--- src/rtl/tps_pkg.sv ---
// tps_pkg: shared types and constants for the traffic phase scheduler.
//   tps_state_t    - phase encoding used by the scheduler FSM
//   secbits()      - width of the seconds-left countdown for a timing set
//   DEF_*          - default timing constants (seconds) and clock rate
package tps_pkg;

    typedef enum logic [2:0] {
        S_RST,
        S_MAIN,
        S_CLR_IN,
        S_SERVE,
        S_CLR_OUT,
        S_EMERG
    } tps_state_t;

    localparam int DEF_FPGAFREQ  = 50_000_000;
    localparam int DEF_N_REQ     = 4;
    localparam int DEF_T_RESET   = 3;
    localparam int DEF_T_MINMAIN = 18;
    localparam int DEF_T_SERVE   = 5;
    localparam int DEF_T_CLEAR   = 2;

    // Countdown width: clog2 of the longest phase, never narrower than 1 bit.
    function automatic int secbits(input int t_reset, input int t_minmain,
                                   input int t_serve, input int t_clear);
        int longest;
        int bits;
        longest = t_reset;
        if (t_minmain > longest) longest = t_minmain;
        if (t_serve > longest)   longest = t_serve;
        if (t_clear > longest)   longest = t_clear;
        bits = $clog2(longest);
        if (bits < 1) bits = 1;
        return bits;
    endfunction

endpackage

--- src/rtl/rr_pick.sv ---
// rr_pick: combinational round-robin selector.
//   pending - request vector to choose from
//   ptr     - index of the most recently served requester
//   valid   - at least one pending bit is set; index is meaningful only then
//   index   - first set bit found searching upward from ptr+1, wrapping to 0
module rr_pick
    import tps_pkg::*;
#(
    parameter int N_REQ = DEF_N_REQ
) (
    input  logic [N_REQ-1:0]         pending,
    input  logic [$clog2(N_REQ)-1:0] ptr,
    output logic                     valid,
    output logic [$clog2(N_REQ)-1:0] index
);

    localparam int IDXW = $clog2(N_REQ);

    logic [IDXW-1:0] cand;

    // Walk offsets 1..N_REQ from the pointer; the first hit wins, so the
    // last-served requester is considered only when nobody else is waiting.
    always_comb begin
        valid = 1'b0;
        index = '0;
        cand  = '0;
        for (int k = 1; k <= N_REQ; k++) begin
            cand = IDXW'((int'(ptr) + k) % N_REQ);
            if (!valid && pending[cand]) begin
                valid = 1'b1;
                index = cand;
            end
        end
    end

endmodule

--- src/rtl/traffic_phase_scheduler.sv ---
// traffic_phase_scheduler: sequences an intersection between the main road
// and N_REQ side requesters. Main road is green by default; latched requests
// are served one at a time in round-robin order, each framed by all-red
// clearance. Emergency pre-empts any phase.
//   clk, reset  - system clock, asynchronous active-high reset
//   req         - request levels (asynchronous, synchronised here)
//   emerg       - emergency pre-emption (asynchronous, synchronised here)
//   main_go     - main road green
//   grant       - one-hot grant to the requester being served
//   all_red     - reset, clearance or emergency phase
//   emerg_ack   - emergency hold active
//   pending     - latched, not yet served requests
//   sec_left    - whole seconds left in the current timed phase, minus 1
module traffic_phase_scheduler
    import tps_pkg::*;
#(
    parameter int FPGAFREQ  = DEF_FPGAFREQ,
    parameter int N_REQ     = DEF_N_REQ,
    parameter int T_RESET   = DEF_T_RESET,
    parameter int T_MINMAIN = DEF_T_MINMAIN,
    parameter int T_SERVE   = DEF_T_SERVE,
    parameter int T_CLEAR   = DEF_T_CLEAR
) (
    input  logic                   clk,
    input  logic                   reset,
    input  logic [N_REQ-1:0]       req,
    input  logic                   emerg,
    output logic                   main_go,
    output logic [N_REQ-1:0]       grant,
    output logic                   all_red,
    output logic                   emerg_ack,
    output logic [N_REQ-1:0]       pending,
    output logic [secbits(T_RESET, T_MINMAIN, T_SERVE, T_CLEAR)-1:0] sec_left
);

    localparam int SECBITS = secbits(T_RESET, T_MINMAIN, T_SERVE, T_CLEAR);
    localparam int DIVBITS = (FPGAFREQ > 1) ? $clog2(FPGAFREQ) : 1;
    localparam int IDXW    = $clog2(N_REQ);

    logic [N_REQ-1:0]   req_meta;
    logic [N_REQ-1:0]   sync_req;
    logic               emerg_meta;
    logic               sync_emerg;

    tps_state_t         state;
    tps_state_t         next_state;
    logic               state_change;
    logic [DIVBITS-1:0] div_cnt;
    logic               tick;
    logic               expire;
    logic               min_done;
    logic [IDXW-1:0]    rr_ptr;
    logic [IDXW-1:0]    winner;
    logic [IDXW-1:0]    pick_index;
    logic               pick_valid;
    logic [N_REQ-1:0]   win_onehot;
    logic [N_REQ-1:0]   pend_clear;
    logic [N_REQ-1:0]   pend_requeue;
    logic [SECBITS-1:0] load_val;

    // Two-flop synchronisers for the asynchronous inputs.
    always_ff @(posedge clk or posedge reset) begin
        if (reset) begin
            req_meta   <= '0;
            sync_req   <= '0;
            emerg_meta <= 1'b0;
            sync_emerg <= 1'b0;
        end else begin
            req_meta   <= req;
            sync_req   <= req_meta;
            emerg_meta <= emerg;
            sync_emerg <= emerg_meta;
        end
    end

    rr_pick #(
        .N_REQ (N_REQ)
    ) u_rr_pick (
        .pending (pending),
        .ptr     (rr_ptr),
        .valid   (pick_valid),
        .index   (pick_index)
    );

    assign tick   = (div_cnt == DIVBITS'(FPGAFREQ - 1));
    assign expire = tick && (sec_left == '0);

    // Next phase. Emergency wins over everything; once the main-road minimum
    // has elapsed (including on the expiring cycle itself) any pending
    // request moves us to clearance without waiting for another tick.
    always_comb begin
        next_state = state;
        if (sync_emerg) begin
            next_state = S_EMERG;
        end else begin
            case (state)
                S_RST:     if (expire) next_state = S_MAIN;
                S_MAIN:    if ((min_done || expire) && pick_valid) next_state = S_CLR_IN;
                S_CLR_IN:  if (expire) next_state = S_SERVE;
                S_SERVE:   if (expire) next_state = S_CLR_OUT;
                S_CLR_OUT: if (expire) next_state = S_MAIN;
                S_EMERG:   next_state = S_CLR_OUT;
                default:   next_state = S_RST;
            endcase
        end
    end

    always_comb begin
        case (next_state)
            S_RST:               load_val = SECBITS'(T_RESET - 1);
            S_MAIN:              load_val = SECBITS'(T_MINMAIN - 1);
            S_CLR_IN, S_CLR_OUT: load_val = SECBITS'(T_CLEAR - 1);
            S_SERVE:             load_val = SECBITS'(T_SERVE - 1);
            default:             load_val = '0;
        endcase
    end

    assign state_change = (next_state != state);
    assign win_onehot   = N_REQ'(1) << winner;
    // Entering a serve consumes the winner's request; being pre-empted out
    // of a serve puts it back so it is not lost.
    assign pend_clear   = (state_change && next_state == S_SERVE) ? win_onehot : '0;
    assign pend_requeue = (state == S_SERVE && next_state == S_EMERG) ? win_onehot : '0;

    always_ff @(posedge clk or posedge reset) begin
        if (reset) begin
            state     <= S_RST;
            div_cnt   <= '0;
            sec_left  <= SECBITS'(T_RESET - 1);
            min_done  <= 1'b0;
            rr_ptr    <= IDXW'(N_REQ - 1);
            winner    <= '0;
            pending   <= '0;
            main_go   <= 1'b0;
            grant     <= '0;
            all_red   <= 1'b1;
            emerg_ack <= 1'b0;
        end else begin
            state   <= next_state;
            pending <= (pending | sync_req | pend_requeue) & ~pend_clear;

            if (state_change) begin
                // Restart the second divider so each phase is exactly
                // T * FPGAFREQ cycles long.
                div_cnt   <= '0;
                sec_left  <= load_val;
                min_done  <= 1'b0;
                main_go   <= (next_state == S_MAIN);
                grant     <= (next_state == S_SERVE) ? win_onehot : '0;
                all_red   <= (next_state == S_RST) || (next_state == S_CLR_IN) ||
                             (next_state == S_CLR_OUT) || (next_state == S_EMERG);
                emerg_ack <= (next_state == S_EMERG);
                if (next_state == S_CLR_IN) winner <= pick_index;
                if (next_state == S_SERVE)  rr_ptr <= winner;
            end else begin
                div_cnt <= tick ? '0 : div_cnt + 1'b1;
                if (tick && sec_left != '0) sec_left <= sec_left - 1'b1;
                if (state == S_MAIN && expire) min_done <= 1'b1;
            end
        end
    end

endmodule
--- config.mk ---
export PLATFORM = sky130hd
export DESIGN_NAME = traffic_phase_scheduler
export DESIGN_NICKNAME = d
export VERILOG_FILES = /design/src/rtl/tps_pkg.sv /design/src/rtl/rr_pick.sv /design/src/rtl/traffic_phase_scheduler.sv
export SDC_FILE = /design/constraint.sdc
export NUM_CORES = 1
export LEC_CHECK = 0
export ABC_AREA = 1
export CELL_PAD_IN_SITES_DETAIL_PLACEMENT = 0
export CELL_PAD_IN_SITES_GLOBAL_PLACEMENT = 1
export CORE_MARGIN = 2
export CORE_UTILIZATION = 39
export DETAILED_ROUTE_END_ITERATION = 16
export MAX_ROUTING_LAYER = met4
export PLACE_DENSITY_LB_ADDON = 0.1
export SETUP_SLACK_MARGIN = 0.05
export SYNTH_ARGS = -nofsm -noshare
export SYNTH_HDL_FRONTEND = slang
export SYNTH_HIERARCHICAL = 1
export SYNTH_SLANG_ARGS = --single-unit
--- constraint.sdc ---
create_clock -name clk -period 2.12 [get_ports clk]
set_input_delay 0.424 -clock clk [delete_from_list [all_inputs] [get_ports clk]]
set_output_delay 0.424 -clock clk [all_outputs]
set_load 0.005 [all_outputs]
# After elaboration in Yosys (flattened, before gate mapping)
# Cells that the tools add are included.
[totals] reg_bits=60 latchBits=0 ram_bits=0 rom_bits=0 out_inout_bits=16 wordCells=100 n_memories=0
[op_classes] add_sub_neg=6 multipliers=0 div_mod_pow=0 n_lt_le_gt_ge=4 n_eq_ne=12 shift=1 n_mux=32 n_bitwise=4 reduce_logical=26
[op_table] op="$mux 26" n=2
[op_table] op="$add 26x1->26 const B" n=1
[op_table] op="$eq 26x26->1 const B" n=1
[op_table] op="$pmux 5 s4" n=1
[op_table] op="$mux 3" n=5
[op_table] op="$pmux 3 s5" n=1
[op_table] op="$eq 3x2->1 const B" n=4
[op_table] op="$eq 3x3->1 const B" n=4
[op_table] op="$lt 2x3->1 const B" n=4
[op_table] op="$mux 4" n=3
[op_table] op="$mux 1" n=10
[op_table] op="$mux 5" n=2
[op_table] op="$logic_and 1x1->1" n=9
[op_table] op="$bmux 1 s2" n=4
[op_table] op="$mux 2" n=4
[op_table] op="$or 4x4->4" n=2
[op_table] op="$eq 3x1->1 const B" n=2
[op_table] op="$logic_not 3->1" n=2
[op_table] op="$logic_not 5->1" n=1
[op_table] op="$reduce_bool 5->1" n=1
[op_table] op="$sub 5x1->5 const B" n=1
[op_table] op="$add 2x1->2 const B" n=2
[op_table] op="$add 2x2->2 const B" n=2
[op_table] op="$and 4x4->4" n=1
[op_table] op="8 further kinds" n=16

# Depth between registers and ports, before layout
[logic_depth] ltp_word=22 ltp_mapped=20 ltp_nobuf=18

# Hierarchy
# Netlist, hierarchy kept.
[modules_own_cells] module="traffic_phase_scheduler" instances=1 cells_per_inst=347 area_each_um2=3030.4 seq_area_each_um2=1506.4
[modules_own_cells] module="rr_pick" instances=1 cells_per_inst=49 area_each_um2=290.3 seq_area_each_um2=0.0

# Worst setup path after synthesis
# OpenSTA, ideal clock, no wires.
[synth_timing] path_type="reg-to-reg" startpoint="reg rr_ptr[0]" endpoint="reg sec_left[4]" setup_time_ps=116 t_arrival_ps=2018 path_slack_ps=-15 stages_incl_launch_ff=20 n_path_buf=2 synth_period_minus_slack_ps=2135 cell_sequence="dfstp_2 > buf_6 > inv_6 > nand2_2 > nand2_1 > nand2_1 > nand2_2 > nor2_4 > nand4_1 > nand3_1 > nand2_1 > nand3_1 > nand2_1 > nor2_4 > nand2_4 > buf_6 > nand2_1 > nand2_1 > nand2_1 > nand2_1"
[synth_between] elab_chain_cells=21
[synth_rtl] element="start: declaration" line="traffic_phase_scheduler.sv:52" text="logic [IDXW-1:0] rr_ptr;"
[synth_rtl] element="start signal: assignment" line="traffic_phase_scheduler.sv:131" text="rr_ptr <= IDXW'(N_REQ - 1);"
[synth_rtl] element="start signal: assignment" line="traffic_phase_scheduler.sv:154" text="if (next_state == S_SERVE) rr_ptr <= winner;"
[synth_rtl] element="$add 2x1->2" line="rr_pick.sv:28" text="cand = IDXW'((int'(ptr) + k) % N_REQ);"
[synth_rtl] element="$bmux 1 s2" line="rr_pick.sv:29" text="if (!valid && pending[cand]) begin"
[synth_rtl] element="$mux 1 (implied by the code)" line="rr_pick.sv:29"
[synth_rtl] element="$mux 1" line="rr_pick.sv:29"
[synth_rtl] element="$logic_not 1->1" line="rr_pick.sv:29"
[synth_rtl] element="$logic_and 1x1->1" line="rr_pick.sv:29"
[synth_rtl] element="$mux 1" line="rr_pick.sv:29"
[synth_rtl] element="$logic_not 1->1" line="rr_pick.sv:29"
[synth_rtl] element="[5 not listed]"
[synth_rtl] element="via pick_valid" line="traffic_phase_scheduler.sv:55" text="logic pick_valid;"
[synth_rtl] element="$logic_and 1x1->1 (*)" line="traffic_phase_scheduler.sv:98" text="S_MAIN: if ((min_done || expire) && pick_valid) next_state = S_CLR_IN;"
[synth_rtl] element="$mux 3 (*)" line="traffic_phase_scheduler.sv:98"
[synth_rtl] element="$pmux 3 s5 (*)" line="traffic_phase_scheduler.sv:96" text="case (state)"
[synth_rtl] element="$mux 3 (*)" line="traffic_phase_scheduler.sv:93" text="if (sync_emerg) begin"
[synth_rtl] element="$eq 3x2->1 or $eq 3x3->1 (tied branches)" line="traffic_phase_scheduler.sv:109" text="case (next_state)"
[synth_rtl] element="$reduce_or 2->1" line="traffic_phase_scheduler.sv:109"
[synth_rtl] element="$pmux 5 s4" line="traffic_phase_scheduler.sv:109"
[synth_rtl] element="$mux 5" line="traffic_phase_scheduler.sv:142" text="if (state_change) begin"
[synth_rtl] element="end signal: assignment" line="traffic_phase_scheduler.sv:129" text="sec_left <= SECBITS'(T_RESET - 1);"
[synth_rtl] element="end signal: assignment" line="traffic_phase_scheduler.sv:146" text="sec_left <= load_val;"
[synth_rtl] element="end signal: assignment" line="traffic_phase_scheduler.sv:157" text="if (tick && sec_left != '0) sec_left <= sec_left - 1'b1;"
[synth_rtl] element="end: declaration" line="traffic_phase_scheduler.sv:33" text="output logic [secbits(T_RESET, T_MINMAIN, T_SERVE, T_CLEAR)-1:0] sec_left"
# The timed path passes the listed nets; every way through them passes the cells marked *. The select of a mux whose other input is x is not followed.
# A chain may end at the register's enable or synchronous reset.

# Worst setup path after layout
[layout_timing] startpoint="reg rr_ptr[0]" endpoint="reg sec_left[2]"
# The elaborated chain is that of the path after synthesis.

==> impl_metrics.ini <==
[run_status]
status = finished, violations left
violations = setup timing

[timing]
fin_ws_ns = -0.117
tightest_slew_ns = 0.361
fmax_mhz = 447
clock_skew_ns = 0.00982
finalSetupViolCount = 34
maxSlewViolCount = 0
relSlewSlack_pct = 75.7
layout_min_cycle_time_ns = 2.24
tns_ns = -2.23
rsz0062_at_grt = yes
finalCritPeriodShare_pct = 106
hold_viol = 0

[routing]
wire_per_inst_um = 12.5
drt-pass1-iter-count = 4
routed_wl_um = 7780
ant_nets = 0
drc = 0
detail_route.vias_per_cell = 4.62
drt_iter0_drc = 90
via_count = 2878

[floorplan]
fp.dieW_um = 96.3
initial_core_util_pct = 40.4
coreArea_um2 = 8220
die_y_um = 96.3
num_io_pins = 23
rows = 33
dieArea_um2 = 9270

[yosys]
synth_cells = 396
synth_area_leaders = dfrtp_1 (42%), nand2_1 (10%), nor2_1 (5.2%)
syn-cell-area_um2 = 3320
synth_common_cells = nand2_1 (89), dfrtp_1 (56), nor2_1 (46), inv_1 (41), nand3_1 (30)
synth_fp_nets = 406
yosysUniqueCellTypes = 32
synth_edf_count = 0
synth_most_common_cell = nand2_1
ys_seq_area_share_pct = 45.4
yosys_warnings = 6
synthArstFlopShare_pct = 100
synth_top_flop_cell = dfrtp_1
yosysTopAreaCell = dfrtp_1
synth-seq-cells = 60
synth_top_cell_area_share_pct = 42.2
avgSynthCellArea_um2 = 8.39

[critical_path]
critPathCapture = sec_left[2]$_DFFE_PP0P_
r2r_end = sec_left[2]$_DFFE_PP0P_
crit_fanout = 6
crit_path_start = rr_ptr[0]$_DFFE_PP1N_
arrival_ns = 2.47
worst_r2r_path_depth = 19
critPathLaunchType = flop
endpoint_kind = flop
rrSetupSlack_ns = -0.12
r2r-start = rr_ptr[0]$_DFFE_PP1N_
path_class = reg2reg
crit_required_ns = 2.35

[layout]
fin_util_pct = 56.8
nNetsFinal = 523
num-fill-cells = 797
multi_input_area_um2 = 1680
layout-drive-gt1-share_pct = 36.3
num_antenna_cells = 0
final_cells = 623
seqCellArea_um2 = 1510
areaGrowthSynthToFinish_pct = 40.7

[flow_run]
max_cap_viol_count = 0

[clock_network]
cts_tree = built
cts_made_buffers = 9
clk_latency_ns = 0.34
clk_pin_slew_worst_paths_ns = 0.07
clk_path_buf_depth = 2
cts.sinks = 60
cts_max_level = 3
cts-root-buf = clkbuf_8

[power]
vdd_drop_max_mv = 0.307
p_leak_nw = 2.17
p_per_area_nw_per_um2 = 577

[placed_design]
finalWeightedCongestion = 0.816
dp_hpwl_um = 5760
placed_cells = 599
portBuffers = 22

[global_route]
grt_antenna_before_repair = 0
grtUsageTotal_pct = 19.6
grt_max_degree = 61
grt_pass1_vias = 2838
grt_pass1_wl_um = 13300
grt_overflow = 0

[hold_path]
min_from = req_meta[1]$_DFF_PP0_
hold_class = reg2reg
flip-flops by register name, indices dropped and copies added (netlist names):
signal,cells
all_red,1
div_cnt,26
emerg_ack,1
emerg_meta,1
grant,4
main_go,1
min_done,1
pending,4
req_meta,4
rr_ptr,2
sec_left,5
state,3
sync_emerg,1
sync_req,4
winner,2
area by class of cell:
cell class / count / area share (%)
Tap cell: 105 / 2.81
Clock buffer: 11 / 2.81
Clock inverter: 5 / 2.14
Timing Repair Buffer: 111 / 20.0
Sequential cell: 60 / 32.3
Multi-Input combinational cell: 282 / 35.9
Inverter: 49 / 4.15
critical path: stages, from the launching register on:
cell	delay [ns]
dfstp_2	0.63
buf_6	0.14
nand2_4	0.05
nand2_2	0.09
nand2_4	0.06
nand2_4	0.08
nor2_4	0.03
nand4_1	0.08
nand3_1	0.10
nand2_2	0.09
nand2_2	0.06
nand2_2	0.07
nand2_2	0.06
nor2_4	0.11
nand2_4	0.10
inv_6	0.10
buf_12	0.12
nand2_4	0.04
nand2_1	0.05
nand2_1	0.05
metrics by stage:
stage               instance area [um^2]  worst slack, ns  hold slack, ns  power [W]
detailed placement                  4260           -0.209           0.338    0.00146
global route                        4670           -0.288           0.355    0.00282
finish                              4670           -0.117           0.350    0.00269
floorplan                           3330         -0.00699           0.331    0.00135
global placement                    4260           -0.133           0.334    0.00146
CTS                                 4650           -0.108           0.353    0.00274
worst min path at each step:
| stage | end | slack [ns] | cells after the start |
|---|---|---|---|
| 6_report | sync_req[1]$_DFF_PP0_ | 0.35 | 0 |
| 5_1_grt | sync_req[1]$_DFF_PP0_ | 0.36 | 0 |
| 4_1_cts | sync_req[1]$_DFF_PP0_ | 0.35 | 0 |
| 3_5_place_dp | sync_req[1]$_DFF_PP0_ | 0.34 | 0 |
| 3_3_place_gp | sync_req[3]$_DFF_PP0_ | 0.33 | 0 |
| 2_1_floorplan | sync_emerg$_DFF_PP0_ | 0.33 | 0 |
cells in the final DEF (no fill, tap or decap), types with 5 or more instances in the layout:
cell type        count
buf_4               83
nand2_1             74
dfrtp_1             56
nor2_1              44
inv_1               37
nand2_2             28
nand3_1             24
clkdlybuf4s50_1     22
nor2_4              16
xor2_1              13
o21ai_0             11
inv_2               10
nand4_1             10
nand2_4             10
nor3_1               9
clkbuf_8             9
nand3_2              6
xnor2_1              6
nor2_2               5
repair_timing:
action | CTS | global route
setup buffers | 8 | 0
setup endpoints to repair | 45 | 46
pin swaps | 21 | 4
hold buffers | 0 | 0
gates resized for setup | 30 | 6
hold endpoints to repair | 0 | 0
logic make-up after synthesis:
group	after synthesis	share of synthesized area, %
xor gates and xnor gates	19	5.01
and+or+nand+nor	233	36.1
AOI/OAI and AO/OA	27	4.75
DFF	60	45.4
buffers and inverters	54	7.61
adders and majority gates	3	1.13
power breakdown:
part           internal, W  leakage (nW)  switching (W)
registers          0.00118         0.764      0.0000184
logic             0.000118          1.29       0.000134
clock network     0.000778         0.117       0.000467
metal layers:
layer,wire length (um),vias to the layer above,track usage [%]
met2,3910,36,31.7
li1,-,1488,-
met3,198,12,5.40
met5,0,-,-
met1,3530,1342,23.7
met4,142,0,6.31
(Power assumes the default switching activity.)
